===== src/rtl/clock_pkg.sv =====
// ---------------------------------------------------------------------------
// clock_pkg
//   Shared widths, limits and helpers for the wallclock timekeeping core.
//   Ports: none (package).
//   Contents:
//     HOUR_W / MIN_W / SEC_W      binary widths of the time-of-day fields
//     MAX_HOUR / MAX_MIN / MAX_SEC last legal value of each field
//     BCD_IN_W                    width of the 0..99 input of bin_to_bcd2
//     tod_t                       packed hh:mm:ss time-of-day record
//     hour_to_12h()               24h hour -> 12h display hour
// ---------------------------------------------------------------------------
package clock_pkg;

   localparam int HOUR_W   = 5;
   localparam int MIN_W    = 6;
   localparam int SEC_W    = 6;
   localparam int BCD_IN_W = 7;

   localparam logic [HOUR_W-1:0] MAX_HOUR  = HOUR_W'(23);
   localparam logic [MIN_W-1:0]  MAX_MIN   = MIN_W'(59);
   localparam logic [SEC_W-1:0]  MAX_SEC   = SEC_W'(59);
   localparam logic [HOUR_W-1:0] NOON_HOUR = HOUR_W'(12);

   typedef struct packed {
      logic [HOUR_W-1:0] hour;
      logic [MIN_W-1:0]  minute;
      logic [SEC_W-1:0]  second;
   } tod_t;

   // Midnight shows as 12, afternoon hours fold down by twelve.
   function automatic logic [HOUR_W-1:0] hour_to_12h(input logic [HOUR_W-1:0] hour);
      if (hour == '0)
         return NOON_HOUR;
      else if (hour > NOON_HOUR)
         return hour - NOON_HOUR;
      else
         return hour;
   endfunction

endpackage


===== src/rtl/timekeeper_core_if.sv =====
// ---------------------------------------------------------------------------
// timekeeper_core_if
//   Control and display bundle of the wallclock core.
//   master modport (board / controller side):
//     drives  RUN, MODE_12H, INC_MIN, INC_HOUR, LOAD, LOAD_HOUR, LOAD_MIN,
//             ALARM_EN, ALARM_HOUR, ALARM_MIN
//     samples HOURS_T, HOURS_U, MINS_T, MINS_U, SECS, PM,
//             SEC_TICK, ALARM_HIT, LOAD_ERR
//   slave modport (timekeeper_core side): the mirror image.
// ---------------------------------------------------------------------------
interface timekeeper_core_if;
   import clock_pkg::*;

   // controls
   logic              RUN;
   logic              MODE_12H;
   logic              INC_MIN;
   logic              INC_HOUR;
   logic              LOAD;
   logic [HOUR_W-1:0] LOAD_HOUR;
   logic [MIN_W-1:0]  LOAD_MIN;
   logic              ALARM_EN;
   logic [HOUR_W-1:0] ALARM_HOUR;
   logic [MIN_W-1:0]  ALARM_MIN;

   // display and status
   logic [3:0]        HOURS_T;
   logic [3:0]        HOURS_U;
   logic [3:0]        MINS_T;
   logic [3:0]        MINS_U;
   logic [SEC_W-1:0]  SECS;
   logic              PM;
   logic              SEC_TICK;
   logic              ALARM_HIT;
   logic              LOAD_ERR;

   modport master (
      output RUN, MODE_12H, INC_MIN, INC_HOUR, LOAD, LOAD_HOUR, LOAD_MIN,
             ALARM_EN, ALARM_HOUR, ALARM_MIN,
      input  HOURS_T, HOURS_U, MINS_T, MINS_U, SECS, PM,
             SEC_TICK, ALARM_HIT, LOAD_ERR
   );

   modport slave (
      input  RUN, MODE_12H, INC_MIN, INC_HOUR, LOAD, LOAD_HOUR, LOAD_MIN,
             ALARM_EN, ALARM_HOUR, ALARM_MIN,
      output HOURS_T, HOURS_U, MINS_T, MINS_U, SECS, PM,
             SEC_TICK, ALARM_HIT, LOAD_ERR
   );

endinterface


===== src/rtl/bin_to_bcd2.sv =====
// ---------------------------------------------------------------------------
// bin_to_bcd2
//   Combinational two-digit binary to BCD conversion for values 0..99.
//   Ports:
//     i_bin    in   7  binary value 0..99 (larger values saturate tens at 9)
//     o_tens   out  4  BCD tens digit
//     o_units  out  4  BCD units digit
// ---------------------------------------------------------------------------
module bin_to_bcd2
   import clock_pkg::*;
(
   input  logic [BCD_IN_W-1:0] i_bin,
   output logic [3:0]          o_tens,
   output logic [3:0]          o_units
);

   logic [BCD_IN_W-1:0] w_tens_x10;

   // Threshold ladder instead of a divider: the last threshold passed gives
   // the tens digit, and the remainder is the units digit.
   // NOTE: every combinational output gets a default before the branches so
   // no path leaves it unassigned, which would otherwise infer a latch.
   always_comb begin
      o_tens     = 4'd0;
      w_tens_x10 = '0;
      for (int k = 1; k <= 9; k++) begin
         if (i_bin >= BCD_IN_W'(10 * k)) begin
            o_tens     = 4'(k);
            w_tens_x10 = BCD_IN_W'(10 * k);
         end
      end
      o_units = 4'(i_bin - w_tens_x10);
   end

endmodule


===== src/rtl/timekeeper_core.sv =====
// ---------------------------------------------------------------------------
// timekeeper_core
//   24h/12h wallclock: prescaler, hh:mm:ss state, run/pause, direct load,
//   debounced button increments, 12h display map and alarm compare.
//   Parameters:
//     TICK_DIV  clock cycles per second (2..2^DIV_W)
//     DIV_W     prescaler width
//   Ports:
//     CLK100MHZ  in  system clock
//     RESET_BTN  in  asynchronous active-high reset
//     bus        timekeeper_core_if.slave
//                  controls : RUN, MODE_12H, INC_MIN, INC_HOUR, LOAD,
//                             LOAD_HOUR, LOAD_MIN, ALARM_EN, ALARM_HOUR, ALARM_MIN
//                  display  : HOURS_T/U, MINS_T/U (BCD), SECS (binary), PM
//                  pulses   : SEC_TICK, ALARM_HIT, LOAD_ERR (registered)
// ---------------------------------------------------------------------------
module timekeeper_core
   import clock_pkg::*;
#(
   parameter int TICK_DIV = 100000000,
   parameter int DIV_W    = 27
) (
   input  logic             CLK100MHZ,
   input  logic             RESET_BTN,
   timekeeper_core_if.slave bus
);

   localparam logic [DIV_W-1:0] LP_DIV_LAST = DIV_W'(TICK_DIV - 1);

   // state
   tod_t             r_time;
   logic [DIV_W-1:0] r_div;
   logic             r_min_prev;
   logic             r_hour_prev;
   logic             r_pend_min;
   logic             r_pend_hour;
   logic             r_sec_tick;
   logic             r_alarm_hit;
   logic             r_load_err;

   // combinational helpers
   logic              w_min_rise;
   logic              w_hour_rise;
   logic              w_load_ok;
   logic              w_tick;
   logic              w_alarm_valid;
   logic              w_alarm_match;
   tod_t              w_time_adv;
   tod_t              w_time_btn;
   logic [HOUR_W-1:0] w_disp_hour;

   assign w_min_rise  = bus.INC_MIN  & ~r_min_prev;
   assign w_hour_rise = bus.INC_HOUR & ~r_hour_prev;

   assign w_load_ok = bus.LOAD && (bus.LOAD_HOUR <= MAX_HOUR) && (bus.LOAD_MIN <= MAX_MIN);

   // Tick qualifies only while running; a LOAD on the same edge discards it.
   assign w_tick = bus.RUN && (r_div == LP_DIV_LAST);

   // One-second advance with all carries resolved in a single edge.
   always_comb begin
      w_time_adv = r_time;
      if (r_time.second == MAX_SEC) begin
         w_time_adv.second = '0;
         if (r_time.minute == MAX_MIN) begin
            w_time_adv.minute = '0;
            w_time_adv.hour   = (r_time.hour == MAX_HOUR) ? '0 : r_time.hour + 1'b1;
         end else begin
            w_time_adv.minute = r_time.minute + 1'b1;
         end
      end else begin
         w_time_adv.second = r_time.second + 1'b1;
      end
   end

   // Button increments wrap within their own field: no carry between fields.
   always_comb begin
      w_time_btn = r_time;
      if (r_pend_min)
         w_time_btn.minute = (r_time.minute == MAX_MIN) ? '0 : r_time.minute + 1'b1;
      if (r_pend_hour)
         w_time_btn.hour = (r_time.hour == MAX_HOUR) ? '0 : r_time.hour + 1'b1;
   end

   // An out-of-range alarm setting is rejected here rather than relying on
   // field widths, so e.g. hh:60 can never alias onto (hh+1):00.
   assign w_alarm_valid = (bus.ALARM_HOUR <= MAX_HOUR) && (bus.ALARM_MIN <= MAX_MIN);
   assign w_alarm_match = bus.ALARM_EN && w_alarm_valid &&
                          (w_time_adv.hour   == bus.ALARM_HOUR) &&
                          (w_time_adv.minute == bus.ALARM_MIN)  &&
                          (w_time_adv.second == '0);

   // NOTE: sequential state is written with non-blocking assignments so every
   // register samples the pre-edge values, independent of statement order.
   always_ff @(posedge CLK100MHZ or posedge RESET_BTN) begin
      if (RESET_BTN) begin
         r_time      <= '0;
         r_div       <= '0;
         r_min_prev  <= 1'b0;
         r_hour_prev <= 1'b0;
         r_pend_min  <= 1'b0;
         r_pend_hour <= 1'b0;
         r_sec_tick  <= 1'b0;
         r_alarm_hit <= 1'b0;
         r_load_err  <= 1'b0;
      end else begin
         r_min_prev  <= bus.INC_MIN;
         r_hour_prev <= bus.INC_HOUR;
         r_sec_tick  <= w_tick && !bus.LOAD;
         r_alarm_hit <= w_tick && !bus.LOAD && w_alarm_match;
         r_load_err  <= bus.LOAD && !w_load_ok;

         if (w_load_ok) begin
            // Accepted load: seconds and prescaler restart, queued presses dropped.
            r_time.hour   <= bus.LOAD_HOUR;
            r_time.minute <= bus.LOAD_MIN;
            r_time.second <= '0;
            r_div         <= '0;
            r_pend_min    <= 1'b0;
            r_pend_hour   <= 1'b0;
         end else if (bus.LOAD) begin
            // Rejected load freezes the clock for this edge; presses still queue.
            r_pend_min  <= r_pend_min  | w_min_rise;
            r_pend_hour <= r_pend_hour | w_hour_rise;
         end else if (w_tick) begin
            // Tick owns this edge; queued presses wait one more cycle.
            r_time      <= w_time_adv;
            r_div       <= '0;
            r_pend_min  <= r_pend_min  | w_min_rise;
            r_pend_hour <= r_pend_hour | w_hour_rise;
         end else begin
            if (bus.RUN)
               r_div <= r_div + 1'b1;
            r_time      <= w_time_btn;
            r_pend_min  <= w_min_rise;
            r_pend_hour <= w_hour_rise;
         end
      end
   end

   // Display path is purely combinational from the state registers.
   assign w_disp_hour = bus.MODE_12H ? hour_to_12h(r_time.hour) : r_time.hour;

   bin_to_bcd2 u_hour_bcd (
      .i_bin   (BCD_IN_W'(w_disp_hour)),
      .o_tens  (bus.HOURS_T),
      .o_units (bus.HOURS_U)
   );

   bin_to_bcd2 u_min_bcd (
      .i_bin   (BCD_IN_W'(r_time.minute)),
      .o_tens  (bus.MINS_T),
      .o_units (bus.MINS_U)
   );

   assign bus.SECS      = r_time.second;
   assign bus.PM        = (r_time.hour >= NOON_HOUR);
   assign bus.SEC_TICK  = r_sec_tick;
   assign bus.ALARM_HIT = r_alarm_hit;
   assign bus.LOAD_ERR  = r_load_err;

endmodule


===== src/flat_wrapper.sv =====
// flat-port wrapper written by rule: the top's interface ports become plain ports
module timekeeper_core_flat import clock_pkg::*;
#(
   parameter int TICK_DIV = 100000000,
   parameter int DIV_W    = 27
)
  (CLK100MHZ, RESET_BTN, bus_RUN, bus_MODE_12H, bus_INC_MIN, bus_INC_HOUR, bus_LOAD, bus_LOAD_HOUR, bus_LOAD_MIN, bus_ALARM_EN, bus_ALARM_HOUR, bus_ALARM_MIN, bus_HOURS_T, bus_HOURS_U, bus_MINS_T, bus_MINS_U, bus_SECS, bus_PM, bus_SEC_TICK, bus_ALARM_HIT, bus_LOAD_ERR);
  timekeeper_core_if bus_i ();
  input  logic CLK100MHZ;
  input  logic RESET_BTN;
  input wire logic [$bits(bus_i.RUN)-1:0] bus_RUN;
  input wire logic [$bits(bus_i.MODE_12H)-1:0] bus_MODE_12H;
  input wire logic [$bits(bus_i.INC_MIN)-1:0] bus_INC_MIN;
  input wire logic [$bits(bus_i.INC_HOUR)-1:0] bus_INC_HOUR;
  input wire logic [$bits(bus_i.LOAD)-1:0] bus_LOAD;
  input wire logic [$bits(bus_i.LOAD_HOUR)-1:0] bus_LOAD_HOUR;
  input wire logic [$bits(bus_i.LOAD_MIN)-1:0] bus_LOAD_MIN;
  input wire logic [$bits(bus_i.ALARM_EN)-1:0] bus_ALARM_EN;
  input wire logic [$bits(bus_i.ALARM_HOUR)-1:0] bus_ALARM_HOUR;
  input wire logic [$bits(bus_i.ALARM_MIN)-1:0] bus_ALARM_MIN;
  output wire logic [$bits(bus_i.HOURS_T)-1:0] bus_HOURS_T;
  output wire logic [$bits(bus_i.HOURS_U)-1:0] bus_HOURS_U;
  output wire logic [$bits(bus_i.MINS_T)-1:0] bus_MINS_T;
  output wire logic [$bits(bus_i.MINS_U)-1:0] bus_MINS_U;
  output wire logic [$bits(bus_i.SECS)-1:0] bus_SECS;
  output wire logic [$bits(bus_i.PM)-1:0] bus_PM;
  output wire logic [$bits(bus_i.SEC_TICK)-1:0] bus_SEC_TICK;
  output wire logic [$bits(bus_i.ALARM_HIT)-1:0] bus_ALARM_HIT;
  output wire logic [$bits(bus_i.LOAD_ERR)-1:0] bus_LOAD_ERR;
  assign bus_i.RUN = bus_RUN;
  assign bus_i.MODE_12H = bus_MODE_12H;
  assign bus_i.INC_MIN = bus_INC_MIN;
  assign bus_i.INC_HOUR = bus_INC_HOUR;
  assign bus_i.LOAD = bus_LOAD;
  assign bus_i.LOAD_HOUR = bus_LOAD_HOUR;
  assign bus_i.LOAD_MIN = bus_LOAD_MIN;
  assign bus_i.ALARM_EN = bus_ALARM_EN;
  assign bus_i.ALARM_HOUR = bus_ALARM_HOUR;
  assign bus_i.ALARM_MIN = bus_ALARM_MIN;
  assign bus_HOURS_T = bus_i.HOURS_T;
  assign bus_HOURS_U = bus_i.HOURS_U;
  assign bus_MINS_T = bus_i.MINS_T;
  assign bus_MINS_U = bus_i.MINS_U;
  assign bus_SECS = bus_i.SECS;
  assign bus_PM = bus_i.PM;
  assign bus_SEC_TICK = bus_i.SEC_TICK;
  assign bus_ALARM_HIT = bus_i.ALARM_HIT;
  assign bus_LOAD_ERR = bus_i.LOAD_ERR;
  timekeeper_core #(.TICK_DIV(TICK_DIV), .DIV_W(DIV_W)) u_core (.CLK100MHZ(CLK100MHZ), .RESET_BTN(RESET_BTN), .bus(bus_i));
endmodule

===== config.mk =====
export PLATFORM = sky130hd
export DESIGN_NAME = timekeeper_core_flat
export DESIGN_NICKNAME = d
export VERILOG_FILES = /design/src/rtl/clock_pkg.sv /design/src/rtl/timekeeper_core_if.sv /design/src/rtl/bin_to_bcd2.sv /design/src/rtl/timekeeper_core.sv /design/src/flat_wrapper.sv
export SDC_FILE = /design/constraint.sdc
export NUM_CORES = 1
export LEC_CHECK = 0
export BUFFER_PORTS_ARGS = -buffer_cell sky130_fd_sc_hd__buf_2
export CELL_PAD_IN_SITES_DETAIL_PLACEMENT = 1
export CELL_PAD_IN_SITES_GLOBAL_PLACEMENT = 2
export CORE_UTILIZATION = 35
export DETAILED_ROUTE_END_ITERATION = 8
export GPL_TIMING_DRIVEN = 0
export HOLD_SLACK_MARGIN = 0.08
export PLACE_DENSITY_LB_ADDON = 0.1
export SLEW_MARGIN = 10
export SYNTH_ARGS = -nofsm -noshare
export SYNTH_HDL_FRONTEND = slang
export SYNTH_HIERARCHICAL = 1
export SYNTH_SLANG_ARGS = --single-unit

===== constraint.sdc =====
create_clock -name CLK100MHZ -period 4.6 [get_ports CLK100MHZ]
set_input_delay 0.92 -clock CLK100MHZ [delete_from_list [all_inputs] [get_ports CLK100MHZ]]
set_output_delay 0.92 -clock CLK100MHZ [all_outputs]
set_load 0.01 [all_outputs]

# == Word-level counts from Yosys, hierarchy flattened ==
# Cells that the tools add are included.
# totals
mem_bits_ro,0
word_cells,137
memories,0
reg_bits,51
output_inout_bits,26
latchBits,0
ramBits,0
# classes
eq_ne,7
mux,59
n_div,0
mul,0
addsub,7
n_lt_le_gt_ge,24
bitwise,6
reduce_logical,23
n_shift,0
# op_table
cell,n
two-way mux 4 bit,34
two-way mux 27 bit,4
two-way mux 17 bit,3
two-way mux 5 bit,6
adder 27 x 1 -> 27 bit (second input constant),1
equality test 27 bit (second input constant),1
greater-or-equal comparator 5 x 7 -> 1 bit (second input constant),3
greater-or-equal comparator 6 x 7 -> 1 bit (second input constant),3
greater-or-equal comparator 5 x 6 -> 1 bit (second input constant),3
greater-or-equal comparator 6 bit (second input constant),3
two-way mux 6 bit,3
adder 6 x 1 -> 6 bit (second input constant),2
equality test 6 bit (second input constant),2
greater-or-equal comparator 6 x 5 -> 1 bit (second input constant),2
<= comparator 6 bit (second input constant),2
logical AND 1 bit,11
two-way mux 11 bit,1
greater-or-equal comparator 5 x 4 -> 1 bit (second input constant),2
greater-or-equal comparator 5 bit (second input constant),2
<= comparator 5 bit (second input constant),2
nonzero test 3 bit,3
two-way mux 1 bit,8
AND reduction 2 bit,4
subtractor 4 bit,2
15 further kinds,19

# == Logic depth before layout (Yosys ltp) ==
# Gate-level depths: netlist of the first run.
# depth
depth_word,15
mapped_depth,15
mapped_depth_nobuf,15

# == Cells and area by module ==
# Netlist of the first run, hierarchy kept.
# modules_own_cells
module,cells_per_inst,n_inst,area_each_um2,seq_area_each_um2
timekeeper_core,418,1,3558.4,1276.2
bin_to_bcd2,42,2,310.3,0.0

# == Worst setup path after synthesis of the first run ==
# OpenSTA, ideal clock, no wires.
# synth_path
path_kind,input port to output port
start,in bus_MODE_12H
end,out bus_HOURS_U[3]
required_time_ns,3.680
t_arrival_ns,3.240
setup_slack_ns,0.440
path_stages,12
path_cell_list,nand2b_1 -> a2111oi_0 -> a21o_1 -> and2b_1 -> nor3_2 -> a21oi_1 -> o221a_1 -> o22a_1 -> ha_1 -> fa_1 -> xor2_1 -> xnor2_1
# synth_via
elab_chain_len,12
word_cells_on_any_way,20
# synth_rtl
item,line,source
start: declaration,flat_wrapper.sv:12,input wire logic [$bits(bus_i.MODE_12H)-1:0] bus_MODE_12H;
two-way mux 5 bit *,timekeeper_core.sv:142,assign w_disp_hour = bus.MODE_12H ? hour_to_12h(r_time.hour) : r_time.hour;
named net u_core.w_disp_hour[4],timekeeper_core.sv:50,logic [HOUR_W-1:0] w_disp_hour;
greater-or-equal comparator 5 x 4 -> 1 bit,bin_to_bcd2.sv:27,if (i_bin >= BCD_IN_W'(10 * k)) begin
two-way mux 4 bit (8 in series),bin_to_bcd2.sv:27,
two-way mux 4 bit *,bin_to_bcd2.sv:27,
subtractor 4 bit *,bin_to_bcd2.sv:32,o_units = 4'(i_bin - w_tens_x10);
end: declaration,flat_wrapper.sv:22,output wire logic [$bits(bus_i.HOURS_U)-1:0] bus_HOURS_U;
# The timed path passes the listed nets; every way through them passes the cells marked *.

# == Worst setup path in the final report of the first run ==
# layout_path
start,reg u_core/r_time[14] (netlist name)
end,out bus_HOURS_U[3]
# layout_via
elab_chain_len,15
word_cells_on_any_way,25
# layout_rtl
item,line,source
start: declaration,timekeeper_core.sv:31,tod_t r_time;
start signal: assignment,timekeeper_core.sv:127,r_time <= w_time_adv;
start signal: assignment,timekeeper_core.sv:134,r_time <= w_time_btn;
subtractor 5 x 4 -> 5 bit / > comparator 5 x 4 -> 1 bit (equally long branches),"clock_pkg.sv:35, clock_pkg.sv:34",
two-way mux 5 bit,clock_pkg.sv:34,else if (hour > NOON_HOUR)
two-way mux 5 bit *,clock_pkg.sv:32,if (hour == '0)
two-way mux 5 bit *,timekeeper_core.sv:142,
named net u_core.w_disp_hour[4],timekeeper_core.sv:50,
greater-or-equal comparator 5 x 4 -> 1 bit,bin_to_bcd2.sv:27,
two-way mux 4 bit (8 in series),bin_to_bcd2.sv:27,
two-way mux 4 bit *,bin_to_bcd2.sv:27,
subtractor 4 bit *,bin_to_bcd2.sv:32,
# Marks and branches as above.

==> results of run 1 <==
layout make-up:
cell class	instances	area, sq um	share of cell area, %
multi-input cells	415	2719	54.61
flip-flops and latches	51	1281	25.74
repair buffers	60	332.8	6.685
plain buffers	28	187.7	3.770
well taps	143	178.9	3.594
clock buffers	5	125.1	2.513
inverters	22	82.58	1.659
clock inverters	3	71.32	1.433
kinds of logic after synthesis:
group	count (synthesis)	synth area share [%]
compound gates	126	20.51
xor+xnor	39	8.174
fa+ha+maj	15	4.731
buf+inv	50	6.437
flops	51	30.54
mux	3	0.7485
other cells	1	0.08973
simple gates	217	28.77
Yosys cell counts, types with 6 or more instances:
library cell | number | area (sq um)
a21oi_1 | 23 | 115.1
a31oi_1 | 7 | 43.79
and2_1 | 6 | 37.54
and3_1 | 9 | 56.30
buf_4 | 14 | 105.1
clkbuf_1 | 8 | 30.03
dfrtp_1 | 51 | 1276
ha_1 | 11 | 137.6
inv_1 | 21 | 78.83
nand2_1 | 38 | 142.6
nand2b_1 | 10 | 62.56
nand3_1 | 25 | 125.1
nand4_1 | 17 | 106.4
nor2_1 | 51 | 191.4
nor3_1 | 16 | 80.08
o211ai_1 | 7 | 52.55
o21a_1 | 7 | 52.55
o21ai_0 | 31 | 155.2
o22ai_1 | 7 | 43.79
o31ai_1 | 9 | 67.56
xnor2_1 | 18 | 157.7
xor2_1 | 21 | 183.9
where the power goes:
group / switching [uW] / internal, uW
Combinational: 350 / 273
Sequential: 44.3 / 472
Clock: 184 / 316
routing by layer:
metal  wire length, microns  global-route usage, %  vias up
met2                   5986                  34.33       53
met5                      0                      0        -
met1                   6434                  30.05     2067
li1                       -                      -     1976
met3                    324                  2.515       14
met4                    179                  5.495        0
state kept, by name, summed over array words and instances (netlist names):
signal	count
u_core/bus.ALARM_HIT	1
u_core/bus.LOAD_ERR	1
u_core/bus.SECS	6
u_core/bus.SEC_TICK	1
u_core/r_div	27
u_core/r_hour_prev	1
u_core/r_min_prev	1
u_core/r_pend_hour	1
u_core/r_pend_min	1
u_core/r_time	11
stage by stage:
| stage | util [%] | setup slack, ns | hold WS [ns] | TNS, ns | instance area, sq um |
|---|---|---|---|---|---|
| after floorplan | - | 0.4400 | 0.4612 | 0 | 4232 |
| after global placement | 40.56 | 0.1732 | 0.4852 | 0 | 4671 |
| after detailed placement | 40.73 | 0.08744 | 0.5021 | 0 | 4691 |
| after CTS | 42.59 | 0.001260 | 0.5172 | 0 | 4905 |
| after global routing | 43.23 | -0.02810 | 0.5562 | -0.02810 | 4979 |
| final | 43.23 | 0.1549 | 0.5149 | 0 | 4979 |
timing repair:
item                       in CTS  in global routing
pin swaps                       0                  3
resized for setup               7                 11
buffers inserted                1                  6
setup endpoints to repair       1                  2
cloned                          0                  0
worst paths after layout:
kind / endpoint / from / slack [ns]
worst min-delay path: u_core/r_pend_min / u_core/r_min_prev / 0.51
worst max register to register: u_core/r_div[12] / u_core/r_div[8] / 1.55
min in group asynchronous: u_core/bus.SECS[4] / RESET_BTN / 0.60
worst max-delay path: bus_HOURS_U[3] / u_core/r_time[14] / 0.15
worst min register to register: u_core/r_pend_min / u_core/r_min_prev / 0.51
max in group asynchronous: u_core/r_time[14] / RESET_BTN / 3.45
worst max-delay path, delay by kind of cell (launching register included):
family          cells  cell delay [ns]
flops               1             0.42
compound gates      5             1.01
fa+ha+maj           3             0.83
xor+xnor            2             0.32
simple gates        2             0.38
buf+inv             2             0.27
==> summary.md, run 1 <==
| Metric | Value |
|---|---|
| Status | finished with violations |
| Failing checks | DRC |
| # setup viols final | 0 |
| Commonest cells after routing, fill and taps aside | buf_2 (55), nor2_1 (51), dfrtp_1 (47) |
| Worst Skew | 0.003381 ns |
| CTS Buffer Depth | 2 |
| CTS tree | yes |
| DRT antenna net count | 0 |
| Critical path data required time | 3.68 ns |
| Die width | 111.3 microns |
| 1st-iter DRT viols | 244 |
| Total GRT Usage | 21.28% |
| DR vias | 4110 |
| Power, Total | 1640 uW |
| Fill count | 1429 |
| CP Data Arrival Time | 3.53 ns |
| Diodes inserted | 0 |
| Crit. End Element | primary output |
| Reg2reg path depth | 7 |
| Wire per inst | 17.78 microns |
| Initial antenna violation count | 0 |
| Synth cell types | 73 |
| Die area | 12380 sq um |
| Final Cycle Share | 96.63% |
| Startpoint Class | flop |
| Gr ovfl total | 0 |
| Slew headroom | 19.12% |
| Most common cell after layout, fill and taps aside | buf_2 |
| Hold Fails Final Rpt | 0 |
| Core Region | 11520 sq um |
| Max Cap Viol | 0 |
| Kind of critical path | reg -> out |
| Final WL | 12930 microns |
| Port Buf Inserts | 52 |
| Boundary Pins | 56 |
| Worst min path class | reg -> reg |
| CTS Hold Bufs | 0 |
| Worst vdd ir | 0.1422 mV |
| Leak | 0.002175 uW |
| Share of post-route cells with drive strength above 1 | 21.40% |
| Initial Util | 36.29% |
| Syn avg cell area | 8.325 sq um |
| Period minus WS final | 4.445 ns |
| Post-DP HPWL | 9787 microns |
| Drt via density | 5.653 |
| Pwr dens | 329.4 nW/um^2 |
| Primary FF master, synth | dfrtp_1 |
| Fin cells | 727 |
| Gpl congestion | 0.8035 |
| Cell row count | 39 |
| First-pass GRT wire length | 21140 microns |
| Critical-path cell list | inv_1 > ha_1 > a2111oi_2 > a21o_1 > and2b_1 > nor3_4 > a21oi_1 > o221a_1 > o22a_1 > ha_1 > fa_1 > xor2_1 > xnor2_1 > buf_2 |
| Post-Syn Area | 4179 sq um |
| Highest clock rate | 225.0 MHz |
| Crit Path Max Fanout | 6 |
| Yosys warnings | 6 |
| Total CTS buffers | 5 |
| Largest net degree at the start of global routing | 38 |
| P&R area growth vs syn | 19.13% |
| Pins Over Slew Limit | 0 |
| Crit path top cell by count | ha_1 |
| H-tree lvl count | 2 |
| Vias in the first global route | 4107 |
| Slowest CP cell | dfrtp_2 |
| Worst-margin pin slew | 1.204 ns |
| Async set or reset register ratio after synthesis | 100.0% |
| CTS sink cnt | 51 |
| Cell count after synthesis | 502 |
| Worst-Skew Late Latency | 0.29 ns |
| Register area share after synthesis | 30.54% |
| Root Driver | clkbuf_16 |
| Final #Nets | 626 |
| FF+latch count, synth | 51 |
| Drc violations | 12 |
| CTS clk-pin slew, worst paths | 0.07 ns |
| Largest stage delay on the critical path | 0.42 ns |
| Router iterations before antenna repair | 6 |
| Placed insts | 712 |
| Post-synth EDFFs | 0 |
| Hold path depth | 2 |
| DIE HEIGHT | 111.3 microns |
Power figures use the tool's default switching activity.
==> run 2: changes to the inputs <==
--- a/config.mk
+++ b/config.mk
@@ -5,10 +5,11 @@
 export SDC_FILE = /design/constraint.sdc
 export NUM_CORES = 1
 export LEC_CHECK = 0
+export ABC_AREA = 1
 export BUFFER_PORTS_ARGS = -buffer_cell sky130_fd_sc_hd__buf_2
-export CELL_PAD_IN_SITES_DETAIL_PLACEMENT = 1
-export CELL_PAD_IN_SITES_GLOBAL_PLACEMENT = 2
-export CORE_UTILIZATION = 35
+export CELL_PAD_IN_SITES_DETAIL_PLACEMENT = 0
+export CELL_PAD_IN_SITES_GLOBAL_PLACEMENT = 1
+export CORE_UTILIZATION = 42
 export DETAILED_ROUTE_END_ITERATION = 8
 export GPL_TIMING_DRIVEN = 0
 export HOLD_SLACK_MARGIN = 0.08
==> summary.md, run 2 <==
| Metric | Value |
|---|---|
| DR vias | 4496 |
| Worst reg2reg setup slack | 2.60 ns |
| Worst vdd ir | 0.2039 mV |
| Diodes inserted | 0 |
| CTS clk-pin slew, worst paths | 0.09 ns |
| Share of the synthesized area in the top cell type | 29.23% |
| Gpl congestion | 0.8486 |
| Top reg by flops | u_core/r_div |
| Final Cell Area | 5079 sq um |
| Vias in the first global route | 4260 |
| Grt peak-use layer | met2 |
| Leading area contributor after synthesis | dfrtp_1 |
| Reg2reg path depth | 11 |
| Share of post-route cells with drive strength above 1 | 21.98% |
| Wire per inst | 13.44 microns |
| Total GRT Usage | 22.64% |
| Router iterations before antenna repair | 5 |
| Largest stage delay on the critical path | 0.44 ns |
| R2r endpoint | u_core/bus.ALARM_HIT |
| Gr ovfl total | 0 |
| Yosys warnings | 6 |
| Post-synthesis compound-gate area fraction | 14.18% |
| CTS Hold Bufs | 0 |
| Worst min path class | reg -> reg |
| Drc violations | 0 |
| CTS Buffer Depth | 2 |
| Crit path top cell by count | nand2_1 |
| Simple-gate share of the synthesized area | 40.23% |
| Kind of critical path | reg -> out |
| Hold_ws | 0.5199 ns |
| CP Data Arrival Time | 3.40 ns |
| DIE HEIGHT | 104.0 microns |
| Hold Fails Final Rpt | 0 |
| Synth cell types | 47 |
| Initial Util | 44.07% |
| Most common cell after layout, fill and taps aside | nand2_1 |
| Post-synthesis mux area share | 0% |
| P&R area growth vs syn | 16.30% |
| Dpl cell area | 4873 sq um |
| XOR/XNOR share of the synthesized area | 1.404% |
| FF+latch count, synth | 51 |
| Pins Over Slew Limit | 0 |
| Final WL | 11810 microns |
| Main combinational cell family by area after synthesis | simple AND/OR/NAND/NOR gates |
| Leak | 0.002675 uW |
| Status | completed |
| Synth area leaders | dfrtp_1 (29%), nand2_1 (17%), nor2_1 (6.2%) |
| Cell count after synthesis | 662 |
| Crit Path Max Fanout | 7 |
| Slew headroom | 64.93% |
| Post-DP HPWL | 9102 microns |
| Fill count | 1062 |
| # setup viols final | 0 |
| CTS tree | yes |
| Largest net degree at the start of global routing | 37 |
| Final #Nets | 788 |
| Crit. End Element | primary output |
| Final Worst Setup Slack | 0.2765 ns |
| Die width | 104.0 microns |
| Boundary Pins | 56 |
| First-pass GRT wire length | 19980 microns |
| Met3 global-route usage | 3.070% |
| H-tree lvl count | 2 |
| Worst-margin pin slew | 0.5261 ns |
| Worst-Skew Late Latency | 0.31 ns |
| Dpl ws | -0.1660 ns |
| Final Cycle Share | 93.99% |
| Primary FF master, synth | dfrtp_1 |
| Largest register FFs | 27 |
| Worst Skew | 0.008389 ns |
| Async set or reset register ratio after synthesis | 100.0% |
| 1st-iter DRT viols | 256 |
| Global Route met2 Usage | 37.10% |
| CTS sink cnt | 51 |
| Cell row count | 36 |
| Critical path data required time | 3.68 ns |
| Post-synth top cells | nand2_1 (198), nor2_1 (72), inv_1 (66), dfrtp_1 (51), nand3_1 (44) |
| Commonest cells after routing, fill and taps aside | nand2_1 (197), nor2_1 (71), inv_1 (61) |
| Global-route track usage on met1 | 30.86% |
| Slowest CP cell | dfrtp_2 |
| Hold EP | u_core/r_pend_min |
| Syn avg cell area | 6.596 sq um |
| DRT antenna net count | 0 |
| Drt via density | 5.115 |
| Die area | 10810 sq um |
| Period minus WS final | 4.323 ns |
| Initial antenna violation count | 0 |
| Root Driver | clkbuf_8 |
| Max Cap Viol | 0 |
| Highest clock rate | 231.3 MHz |
| Core Region | 9910 sq um |
| Post-synth EDFFs | 0 |
| Register area share after synthesis | 29.23% |
| Port Buf Inserts | 52 |
| Most common cell in the netlist | nand2_1 |
| Area share of fa/ha/maj cells after synthesis | 4.069% |
| Total CTS buffers | 5 |
| Startpoint Class | flop |
| RR Startpoint | u_core/bus.SECS[0] |
| Pwr dens | 337.2 nW/um^2 |
| Hold Crit Start | u_core/r_min_prev |
| Post-Syn Area | 4367 sq um |
| Hold path depth | 3 |
-- run 2: cell count changes after synthesis, sizes merged, moves of 17 or more --
cell and delta:
inv +65, nand2 +172, nand3 +22, nor2 +35, o21ai +17, xnor2 -18
-- run 2: report_power, final --
group | internal [uW] | switching [uW] | leakage [uW]
Sequential | 486 | 66.9 | 0.000681
Combinational | 340 | 540 | 0.00195
Clock | 124 | 156 | 0.0000484
-- run 2: per-layer routing --
metal | part of all wire (%) | up-vias
met3 | 5.1 | 18
met1 | 47 | 2079
met4 | 2.0 | 0
li1 | - | 2289
met5 | 0 | -
met2 | 46 | 110
-- run 2: critical path: cells and delay by family (launching register included) --
family | cells | cell delay [ns]
buffers and inverters | 6 | 0.42
AND/OR/NAND/NOR | 13 | 0.85
AO/OA/AOI/OAI | 3 | 0.40
adder cells (fa/ha/maj) | 3 | 0.77
XOR/XNOR | 1 | 0.21
flip-flops | 1 | 0.44
-- run 2: what timing repair did --
item / 4_1_cts / 5_1_grt
pin swaps: 0 / 3
endpoints found under the setup margin: 2 / 2
setup buffers: 0 / 7
resized for setup: 3 / 17
gates cloned: 0 / 0
-- run 2: stage by stage --
stage,power (uW),setup TNS (ns),util (%),instances
4_1_cts,1665,0,50.33,872
5_1_grt,1867,-0.01763,51.25,879
3_3_place_gp,1342,-0.09962,48.98,863
6_report,1712,0,51.25,879
2_1_floorplan,1136,0,-,678
3_5_place_dp,1365,-0.1660,49.18,864
-- run 2: kinds of logic (layout without fill, tap and decap cells) --
| family | after synthesis | in the layout |
|---|---|---|
| AO/OA/AOI/OAI | 102 | 102 |
| XOR/XNOR | 7 | 7 |
| adder cells (fa/ha/maj) | 13 | 13 |
| buffers and inverters | 105 | 173 |
| flip-flops | 51 | 51 |
| other | 1 | 17 |
| AND/OR/NAND/NOR | 383 | 383 |
-- run 2: how the worst max path moves through the flow --
stage,from,end,depth (start not counted)
finish,u_core/r_time[14],bus_HOURS_U[3],26
global route,u_core/r_time[14],bus_HOURS_U[3],26
CTS,u_core/r_time[15],bus_HOURS_U[3],25
detailed placement,bus_MODE_12H,bus_HOURS_U[3],20
global placement,bus_MODE_12H,bus_HOURS_U[3],20
floorplan,bus_MODE_12H,bus_HOURS_U[3],18
-- run 2: final cells by class --
| type | count | area (sq um) | share of cell area [%] |
|---|---|---|---|
| Clock inverter | 1 | 8.758 | 0.1725 |
| Tap cell | 133 | 166.4 | 3.277 |
| Multi-Input combinational cell | 522 | 2733 | 53.81 |
| Buffer | 18 | 135.1 | 2.661 |
| Timing Repair Buffer | 60 | 332.8 | 6.553 |
| Clock buffer | 7 | 86.33 | 1.700 |
| Sequential cell | 51 | 1280 | 25.20 |
| Inverter | 87 | 336.6 | 6.627 |
==> run 3: changes to the inputs <==
--- a/config.mk
+++ b/config.mk
@@ -9,7 +9,7 @@
 export BUFFER_PORTS_ARGS = -buffer_cell sky130_fd_sc_hd__buf_2
 export CELL_PAD_IN_SITES_DETAIL_PLACEMENT = 0
 export CELL_PAD_IN_SITES_GLOBAL_PLACEMENT = 1
-export CORE_UTILIZATION = 42
+export CORE_UTILIZATION = 41
 export DETAILED_ROUTE_END_ITERATION = 8
 export GPL_TIMING_DRIVEN = 0
 export HOLD_SLACK_MARGIN = 0.08
@@ -17,5 +17,4 @@
 export SLEW_MARGIN = 10
 export SYNTH_ARGS = -nofsm -noshare
 export SYNTH_HDL_FRONTEND = slang
-export SYNTH_HIERARCHICAL = 1
 export SYNTH_SLANG_ARGS = --single-unit
==> summary.md, run 3 <==
| Metric | Value |
|---|---|
| CTS sink cnt | 51 |
| Final Cycle Share | 82.39% |
| Vias in the first global route | 3997 |
| Hold Fails Final Rpt | 0 |
| Highest clock rate | 263.9 MHz |
| CTS Hold Bufs | 0 |
| Fill count | 1084 |
| Final Cell Area | 4713 sq um |
| Most common cell after layout, fill and taps aside | nand2_1 |
| Most common cell in the netlist | nand2_1 |
| Worst-Skew Late Latency | 0.32 ns |
| Post-CTS setup buffers | 0 |
| Max Cap Viol | 0 |
| Syn avg cell area | 6.491 sq um |
| RSZ-0062 raised after global routing | false |
| Leak | 0.002430 uW |
| Dpl cell area | 4628 sq um |
| CTS clk-pin slew, worst paths | 0.10 ns |
| CP Data Arrival Time | 2.87 ns |
| Post-synth top cells | nand2_1 (190), inv_1 (77), nor2_1 (71), nand3_1 (69), dfrtp_1 (51) |
| Total GRT Usage | 24.05% |
| Status | completed |
| Top reg by flops | u_core.r_div |
| Router iterations before antenna repair | 5 |
| Cell count after synthesis | 643 |
| Worst min path class | reg -> reg |
| First-pass GRT wire length | 19400 microns |
| DIE HEIGHT | 102.9 microns |
| Die area | 10590 sq um |
| Synth cell types | 41 |
| # setup viols final | 0 |
| P&R area growth vs syn | 12.92% |
| Post-synth EDFFs | 0 |
| Crit Path Max Fanout | 8 |
| Initial Util | 42.51% |
| Largest register FFs | 27 |
| Gpl congestion | 0.8434 |
| Crit. End Element | primary output |
| Async set or reset register ratio after synthesis | 100.0% |
| FF+latch count, synth | 51 |
| Final WL | 12030 microns |
| DRT antenna net count | 0 |
| Kind of critical path | reg -> out |
| Reg2reg path depth | 9 |
| Drc violations | 0 |
| Startpoint Class | flop |
| Share of the synthesized area in the top cell type | 30.58% |
| Post-Syn Area | 4174 sq um |
| Largest stage delay on the critical path | 0.49 ns |
| Hold Crit Start | u_core.r_div[1] |
| Root Driver | clkbuf_8 |
| Gr ovfl total | 0 |
| Slowest CP cell | dfrtp_1 |
| Core Region | 9819 sq um |
| Total CTS buffers | 5 |
| Yosys warnings | 0 |
| Crit path top cell by count | nand2_1 |
| DR vias | 4346 |
| Synth area leaders | dfrtp_1 (31%), nand2_1 (17%), nand3_1 (8.3%) |
| Cell row count | 36 |
| CTS tree | yes |
| Critical path data required time | 3.68 ns |
| Leading area contributor after synthesis | dfrtp_1 |
| Register area share after synthesis | 30.58% |
| Slew headroom | 64.19% |
| Share of post-route cells with drive strength above 1 | 15.44% |
| Highest metal used | met4 |
| WL met3 | 563 microns |
| 1st-iter DRT viols | 296 |
| Largest net degree at the start of global routing | 30 |
| Port Buf Inserts | 52 |
| Setup TNS | 0 ns |
| Wire per inst | 14.33 microns |
| CTS resizes | 0 |
| Final #Nets | 749 |
| Pins Over Slew Limit | 0 |
| CP startpoint | u_core.r_time[13] |
| Primary FF master, synth | dfrtp_1 |
| Commonest cells after routing, fill and taps aside | nand2_1 (190), inv_1 (76), nor2_1 (71) |
| Period minus WS final | 3.790 ns |
| Worst vdd ir | 0.3554 mV |
| RR Startpoint | u_core.r_time[7] |
| Drt via density | 5.180 |
| Worst-margin pin slew | 0.5364 ns |
| Pwr dens | 344.3 nW/um^2 |
| Hold path depth | 2 |
| Boundary Pins | 56 |
| Post-DP HPWL | 9283 microns |
| Critical-path cell list | inv_1 > ha_1 > nand3_1 > nand3_1 > inv_1 > o21ai_0 > nor2_1 > nand2_1 > nand2_1 > ha_1 > fa_1 > inv_1 > nand2_1 > nand2_1 > buf_2 |
| Wl on met1 | 5817 microns |
| Initial antenna violation count | 0 |
| Diodes inserted | 0 |
| CTS Buffer Depth | 2 |
| H-tree lvl count | 2 |
| Met2 WL | 5509 microns |
| Utilization after layout | 48.00% |
| Worst Skew | 0.008447 ns |
| Die width | 102.9 microns |
run 3: worst paths after layout:
check,end,slack [ns]
worst min-delay path,u_core.r_div[1],0.53
min in group asynchronous,u_core.r_div[17],0.63
worst max-delay path,bus_HOURS_U[3],0.81
max in group asynchronous,u_core.r_time[10],3.42
worst min register to register,u_core.r_div[1],0.53
worst max register to register,u_core.bus.ALARM_HIT,2.24
run 3: metrics by stage:
| step | hold WS [ns] | setup slack, ns | instances | power (uW) |
|---|---|---|---|---|
| 6_report | 0.5285 | 0.8101 | 839 | 1623 |
| 2_1_floorplan | 0.4688 | 1.326 | 645 | 1104 |
| 3_5_place_dp | 0.5040 | 1.001 | 831 | 1351 |
| 5_1_grt | 0.5584 | 0.5105 | 839 | 1778 |
| 4_1_cts | 0.5324 | 0.7675 | 839 | 1640 |
| 3_3_place_gp | 0.4922 | 1.055 | 830 | 1340 |
run 3: report_power, final:
part | internal (uW) | switching [uW] | total, uW | leakage, uW
Combinational | 313 | 479 | 792 | 0.00170
Sequential | 486 | 66.8 | 553 | 0.000688
Clock | 107 | 171 | 278 | 0.0000412
run 3: routing by layer:
| metal | track usage (%) | vias to the layer above |
|---|---|---|
| met1 | 34.03 | 2020 |
| met2 | 38.87 | 117 |
| met5 | 0 | - |
| li1 | - | 2198 |
| met4 | 6.176 | 0 |
| met3 | 3.119 | 11 |
run 3: cell families (layout without fill, tap and decap cells):
family                   Yosys count  after routing  share of synthesized area (%)
AND/OR/NAND/NOR                  392            392                          41.49
buffers and inverters            105            166                          11.03
AO/OA/AOI/OAI                     68             68                          9.413
flip-flops                        51             51                          30.58
adder cells (fa/ha/maj)           14             14                          4.556
XOR/XNOR                          12             12                          2.848
other                              1              3                        0.08984
run 3: layout make-up:
class / instances / area [sq um] / area share [%]
Clock inverter: 2 / 12.51 / 0.2655
Timing Repair Buffer: 53 / 280.3 / 5.946
Inverter: 85 / 319.1 / 6.769
Sequential cell: 51 / 1276 / 27.08
Buffer: 20 / 141.4 / 3.000
Tap cell: 133 / 166.4 / 3.531
Clock buffer: 6 / 72.57 / 1.540
Multi-Input combinational cell: 489 / 2445 / 51.87
run 3: critical path: cells and delay by family, from the launching register on:
kind,cells,cell delay (ns)
adder cells (fa/ha/maj),3,0.75
AO/OA/AOI/OAI,1,0.32
buffers and inverters,4,0.40
flip-flops,1,0.49
AND/OR/NAND/NOR,7,0.60
